`src/rtl/fetch_pkg.sv`:
```
// ============================================================================
//  Module   : fetch_pkg
//  Purpose  : Shared constants, FSM state type and queue entry type for fetch.
//  Revision : 1.0 - initial release
// ============================================================================
`default_nettype none

package fetch_pkg;

  localparam logic [31:0] RESET_PC_DEFAULT = 32'h0000_0000;
  localparam logic [31:0] NOP_INSTR        = 32'h0000_0013;
  localparam logic [6:0]  OPC_BRANCH       = 7'b1100011;
  localparam logic [6:0]  OPC_JAL          = 7'b1101111;

  typedef enum logic [1:0] {
    BOOT  = 2'd0,
    FETCH = 2'd1,
    FULL  = 2'd2
  } fetch_state_e;

  typedef struct packed {
    logic [31:0] pc;
    logic [31:0] instr;
    logic        pred_taken;
    logic        fault;
  } fetch_entry_t;

endpackage

`default_nettype wire

```
`src/rtl/fetch_queue.sv`:
```
// ============================================================================
//  Module   : fetch_queue
//  Purpose  : Circular FIFO of fetch entries with synchronous flush.
//  Revision : 1.0 - initial release
// ============================================================================
`default_nettype none

module fetch_queue
  import fetch_pkg::*;
#(
  parameter int DEPTH = 2
) (
  input  logic                        clk,
  input  logic                        reset,
  input  logic                        push,
  input  fetch_entry_t                push_entry,
  input  logic                        pop,
  input  logic                        flush,
  output logic                        full,
  output logic                        empty,
  output logic [$clog2(DEPTH):0]      count,
  output fetch_entry_t                head
);

  localparam int c_ptr_w = $clog2(DEPTH);
  localparam int c_cnt_w = c_ptr_w + 1;

  fetch_entry_t         r_mem [DEPTH];
  logic [c_ptr_w-1:0]   r_rd_ptr;
  logic [c_ptr_w-1:0]   r_wr_ptr;
  logic [c_cnt_w-1:0]   r_count;
  logic [c_ptr_w-1:0]   w_rd_ptr_nxt;
  logic [c_ptr_w-1:0]   w_wr_ptr_nxt;

  assign w_rd_ptr_nxt = (r_rd_ptr == c_ptr_w'(DEPTH - 1)) ? '0 : r_rd_ptr + 1'b1;
  assign w_wr_ptr_nxt = (r_wr_ptr == c_ptr_w'(DEPTH - 1)) ? '0 : r_wr_ptr + 1'b1;

  always_ff @(posedge clk or posedge reset) begin
    if (reset) begin
      r_rd_ptr <= '0;
      r_wr_ptr <= '0;
      r_count  <= '0;
    end else if (flush) begin
      r_rd_ptr <= '0;
      r_wr_ptr <= '0;
      r_count  <= '0;
    end else begin
      if (push) r_wr_ptr <= w_wr_ptr_nxt;
      if (pop)  r_rd_ptr <= w_rd_ptr_nxt;
      case ({push, pop})
        2'b10:   r_count <= r_count + 1'b1;
        2'b01:   r_count <= r_count - 1'b1;
        default: r_count <= r_count;
      endcase
    end
  end

  // Storage needs no reset: the pointers and count decide what is visible.
  always_ff @(posedge clk) begin
    if (push && !flush) r_mem[r_wr_ptr] <= push_entry;
  end

  assign full  = (r_count == c_cnt_w'(DEPTH));
  assign empty = (r_count == '0);
  assign count = r_count;
  assign head  = r_mem[r_rd_ptr];

endmodule

`default_nettype wire

```
`src/rtl/instruction_fetch.sv`:
```
// ============================================================================
//  Module   : instruction_fetch
//  Purpose  : PC generator and fetch queue feeding decode over valid/ready.
//             Define FETCH_BPRED_EN for static backward-taken branch/JAL
//             prediction.
//  Revision : 1.0 - initial release
// ============================================================================
`default_nettype none

module instruction_fetch
  import fetch_pkg::*;
#(
  parameter logic [31:0] RESET_PC  = RESET_PC_DEFAULT,
  parameter int          DEPTH     = 2,
  parameter int          MEM_WORDS = 256
) (
  input  logic        clk,
  input  logic        reset,
  output logic [31:0] imem_pc,
  input  logic [31:0] imem_instr,
  input  logic        redirect_valid,
  input  logic [31:0] redirect_pc,
  output logic        id_valid,
  input  logic        id_ready,
  output logic [31:0] id_instr,
  output logic [31:0] id_pc,
  output logic        id_pred_taken,
  output logic        fetch_fault
);

  localparam int         c_cnt_w     = $clog2(DEPTH) + 1;
  localparam logic [32:0] c_mem_bytes = 33'(MEM_WORDS) << 2;

  fetch_state_e        r_state;
  logic [31:0]         r_pc;
  logic                w_fault;
  logic [31:0]         w_instr;
  logic [31:0]         w_next_pc;
  logic                w_pred_taken;
  logic [31:0]         w_redirect_pc;
  logic                w_push;
  logic                w_pop;
  logic                w_full;
  logic                w_empty;
  logic [c_cnt_w-1:0]  w_count;
  fetch_entry_t        w_entry;
  fetch_entry_t        w_head;

  assign w_fault       = ({1'b0, r_pc} >= c_mem_bytes);
  assign w_instr       = w_fault ? NOP_INSTR : imem_instr;
  assign w_redirect_pc = redirect_pc & ~32'd3;

`ifdef FETCH_BPRED_EN
  logic [31:0] w_j_imm;
  logic [31:0] w_b_imm;

  assign w_j_imm = {{12{w_instr[31]}}, w_instr[19:12], w_instr[20], w_instr[30:21], 1'b0};
  assign w_b_imm = {{20{w_instr[31]}}, w_instr[7], w_instr[30:25], w_instr[11:8], 1'b0};

  // Backward branches are assumed taken, forward ones not taken.
  always_comb begin
    w_pred_taken = 1'b0;
    w_next_pc    = r_pc + 32'd4;
    if (w_instr[6:0] == OPC_JAL) begin
      w_pred_taken = 1'b1;
      w_next_pc    = r_pc + w_j_imm;
    end else if (w_instr[6:0] == OPC_BRANCH && w_b_imm[31]) begin
      w_pred_taken = 1'b1;
      w_next_pc    = r_pc + w_b_imm;
    end
  end
`else
  assign w_pred_taken = 1'b0;
  assign w_next_pc    = r_pc + 32'd4;
`endif

  // A redirect discards both the capture and the handoff of this cycle.
  assign w_pop  = !w_empty && id_ready && !redirect_valid;
  assign w_push = (r_state == FETCH) && !redirect_valid && (!w_full || id_ready);

  assign w_entry = '{pc: r_pc, instr: w_instr, pred_taken: w_pred_taken, fault: w_fault};

  fetch_queue #(
    .DEPTH (DEPTH)
  ) u_queue (
    .clk        (clk),
    .reset      (reset),
    .push       (w_push),
    .push_entry (w_entry),
    .pop        (w_pop),
    .flush      (redirect_valid),
    .full       (w_full),
    .empty      (w_empty),
    .count      (w_count),
    .head       (w_head)
  );

  always_ff @(posedge clk or posedge reset) begin
    if (reset) begin
      r_state <= BOOT;
      r_pc    <= RESET_PC;
    end else if (redirect_valid) begin
      r_state <= FETCH;
      r_pc    <= w_redirect_pc;
    end else begin
      case (r_state)
        BOOT: r_state <= FETCH;
        FETCH: begin
          if (w_push) r_pc <= w_next_pc;
          if (w_push && !w_pop && w_count == c_cnt_w'(DEPTH - 1)) r_state <= FULL;
        end
        FULL: begin
          if (w_pop) r_state <= FETCH;
        end
        default: r_state <= BOOT;
      endcase
    end
  end

  assign imem_pc       = r_pc;
  assign id_valid      = !w_empty;
  assign id_pc         = w_empty ? 32'd0 : w_head.pc;
  assign id_instr      = w_empty ? 32'd0 : w_head.instr;
  assign id_pred_taken = !w_empty && w_head.pred_taken;
  assign fetch_fault   = !w_empty && w_head.fault;

endmodule

`default_nettype wire
```
`config.mk`:
```
export PLATFORM = sky130hd
export DESIGN_NAME = instruction_fetch
export DESIGN_NICKNAME = d
export VERILOG_FILES = /design/src/rtl/fetch_pkg.sv /design/src/rtl/fetch_queue.sv /design/src/rtl/instruction_fetch.sv
export SDC_FILE = /design/constraint.sdc
export NUM_CORES = 1
export LEC_CHECK = 0
export ABC_AREA = 1
export CAP_MARGIN = 30
export CORE_ASPECT_RATIO = 0.7
export CORE_UTILIZATION = 55
export CTS_BUF_LIST = sky130_fd_sc_hd__clkbuf_8
export DETAILED_ROUTE_END_ITERATION = 7
export DONT_BUFFER_PORTS = 1
export PLACE_DENSITY = 0.7
export SETUP_SLACK_MARGIN = 0.2
export SLEW_MARGIN = 20
export SYNTH_ARGS = -nofsm -noshare
export SYNTH_HDL_FRONTEND = slang
export SYNTH_SLANG_ARGS = --single-unit
```
`constraint.sdc`:
```
create_clock -name clk -period 5.2 [get_ports clk]
set_input_delay 0.78 -clock clk [delete_from_list [all_inputs] [get_ports clk]]
set_output_delay 0.78 -clock clk [all_outputs]
set_load 0.05 [all_outputs]
```
==> summary.md <==
| Metric | Value |
|---|---|
| Status | `completed` |
| Final nets | `862` |
| # Post-CTS Setup Buffers | `0` |
| Power Density | `between 600 and 700 nW/um2` |
| Fin Hold WS | `334 ps` |
| Gate power share | `39.7%` |
| Max capacitance violation total | `0` |
| R2R Setup Slk | `roughly 2600 ps` |
| Synthesis-to-finish area growth | `4.33%` |
| Initial Utilization | `56.2%` |
| Tcrit/Tclk final | `73.3%` |
| Post-synth EDFFs | `approximately 130` |
| CP Max Fanout | `49` |
| Syn. warnings | `0` |
| H-tree levels | `4` |
| Crit Reg-Reg Endpoint | `u_queue.r_mem[0][62]` |
| Max Clock Freq | `0.262 GHz` |
| Layout cell share with drive strength beyond 1 | `between 10% and 20%` |
| WL per Instance | `17.8 um` |
| Slew margin rel. | `33.8%` |
| RSZ-0062 raised after global routing | `false` |
| GRT Util Overall | `24.9%` |
| Final Worst Setup Slack | `about 1400 ps` |
| Vias in the first global route | `5,025` |
| Average size of a mapped cell | `9.47 um2` |
| Vias/cell | `5.43` |
| IO Pins | `about 170` |
| Async SR Flop Fraction | `22.2%` |
| Maximum clock insertion buffer count | `2` |
| CTS Sinks | `162` |
| Clk_lat worst skew | `460 ps` |
| Clock slew at reported path FFs | `roughly 80 ps` |
| Final ANT Viol Nets | `0` |
| Seq pwr share | `43.6%` |
| Placed Instance Area | `7760 um2` |
| Antenna diodes | `0` |
| Final Hold Fails | `0` |
| TritonCTS clock tree | `built` |
| Critical path capture point type | `primary output` |
| Final Critical Period | `3810 ps` |
| Seq cells post-synth | `around 160` |
| Seq/Total Area, Yosys | `59.9%` |
| CP arrival | `about 3000 ps` |
| R2r startpoint | `u_queue.count[0]` |
| Cell Int Power | `approximately 2.5 mW` |
| Port bufs | `0` |
| Top-count cell post-synth | `nor2_1` |
| Placed Cells | `960` |
| Cells resized by post-CTS repair | `0` |
| Sw Pwr | `3.01 mW` |
| Initial DRT Pass Iterations | `5` |
| Slew @ Worst Pin | `between 900 and 1000 ps` |
| Leakage power figure | `roughly 3.2 nW` |
| Synth top area share | `48.3%` |
| Peak supply drop | `340 uV` |
| Final setup viols | `0` |
| Pins over their slew limit | `0` |
| First-pass GRT wire length | `27,000 um` |
| Number of core rows | `36` |
| Routability cong. | `0.899` |
| Largest net degree at the start of global routing | `between 60 and 70` |
| Utilization after layout | `58.7%` |
| Required time of the critical path | `between 4000 and 5000 ps` |
| Fin cells | `992` |
| Overflow after GRT | `0` |
| R2R cell count | `6` |
| Final HPWL DP | `approximately 12,000 um` |
| Distinct cell type count after synthesis | `34` |
| Clock power share | `16.6%` |
| Cell area after layout | `8170 um2` |
| Synth area leaders | `edfxtp_1 48%, dfrtp_1 12%, nor2_1 8.7%, nand2_1 6.3%, o21ai_0 5.1%` |
| Final worst clock skew | `about 17 ps` |
| Crit Path Category | `reg -> out` |
| Post-synthesis cell count | `826` |
| Pre-CTS setup slack | `1860 ps` |
| Initial antenna violation count | `0` |
| Pwr Total | `5.54 mW` |
| Hold-fix buffer count after cts | `0` |
| CP Launch Type | `flop` |
| HP Class | `in -> async` |
| DR DRC count | `0` |
| Top FF cell, synth | `edfxtp_1` |
| Die Wd | `145 um` |
| Top post-synthesis cells by count | `182 x nor2_1, 132 x nand2_1, 126 x edfxtp_1, 80 x o21ai_0, 70 x inv_1` |
| Die area | `between 10,000 and 15,000 um2` |
| Vias | `5,382` |
| Detailed Route WL | `17,700 um` |
| Die Ht | `about 100 um` |
| Fin Setup TNS | `0 ps` |
| Drt first-iter violations | `~380` |
| Mapped Area | `around 7800 um2` |
| Core ar. | `13,900 um2` |
| Biggest area consumer among synthesized cells | `edfxtp_1` |
| Sw Ratio | `54.4%` |
| Root Buffer | `clkbuf_8` |
| CTS Buf Count | `17` |
## cells by family after synthesis
| logic type | share of synthesized area, % |
|---|---|
| buf+inv | 8.89 |
| flops | 59.9 |
| fa+ha+maj | 0.799 |
| xor+xnor | 1.12 |
| simple gates | 21.7 |
| other cells | 0.0479 |
| compound gates | 7.58 |
## sequential cells by signal (all words and copies together), names as in the netlist
signal,cells
u_queue.r_mem,126
imem_pc,30
r_state,2
u_queue.count,2
u_queue.r_rd_ptr,1
u_queue.r_wr_ptr,1
## worst max path at each step
| stage | start | end | slack (ps) | cells after the start |
|---|---|---|---|---|
| after floorplan | redirect_valid | u_queue.r_mem[0][0] | 780 | 6 |
| after global placement | u_queue.count[0] | id_pc[31] | 1890 | 6 |
| after detailed placement | u_queue.count[0] | id_pc[31] | 1860 | 6 |
| after CTS | u_queue.count[0] | id_pc[31] | 1360 | 6 |
| after global routing | u_queue.count[0] | id_pc[31] | 1200 | 6 |
| final | u_queue.count[0] | id_pc[31] | 1390 | 6 |
## area by class of cell
cell class              count  area, um2
inverters                  72        273
repair buffers              8       85.1
clock buffers              17        234
clock inverters            15        174
multi-input cells         528       2480
fillers                  1192       5750
flip-flops and latches    162       4690
well taps                 190        238
## power groups by stage
stage                     clock network [mW]  registers (mW)  logic (mW)
after floorplan                            0            2.03        2.33
after global placement                     0            2.42        2.18
after detailed placement                   0            2.44        2.21
after CTS                              0.937            2.41        2.21
after global routing                   0.977            2.45        2.38
final                                  0.922            2.42        2.20
## layout by cell type, fill, tap and decap left out, types with 9 or more instances in the layout
cell type  instances
edfxtp_1         126
nand3_1           28
nor2_1           180
dfrtp_1           35
nand2_1          132
a21oi_1           12
inv_1             69
o21bai_1           9
nor2_2            32
o21ai_0           80
clkbuf_8          17
## worst max-delay path, cell delays in order (launching register included)
cell	delay, ps
dfrtp_1	360
inv_1	90
ha_1	230
inv_2	600
buf_4	420
o21ai_0	130
nor2_1	740
## layer usage
metal | routed length, um | GRT usage, % | up-vias
met2 | 8030 | 38.9 | 214
met5 | 0 | 0 | -
li1 | - | - | 2598
met4 | 227 | 7.61 | 0
met3 | 1530 | 7.66 | 20
met1 | 7920 | 33.5 | 2550
No activity file was read; power rests on OpenSTA's default activity.
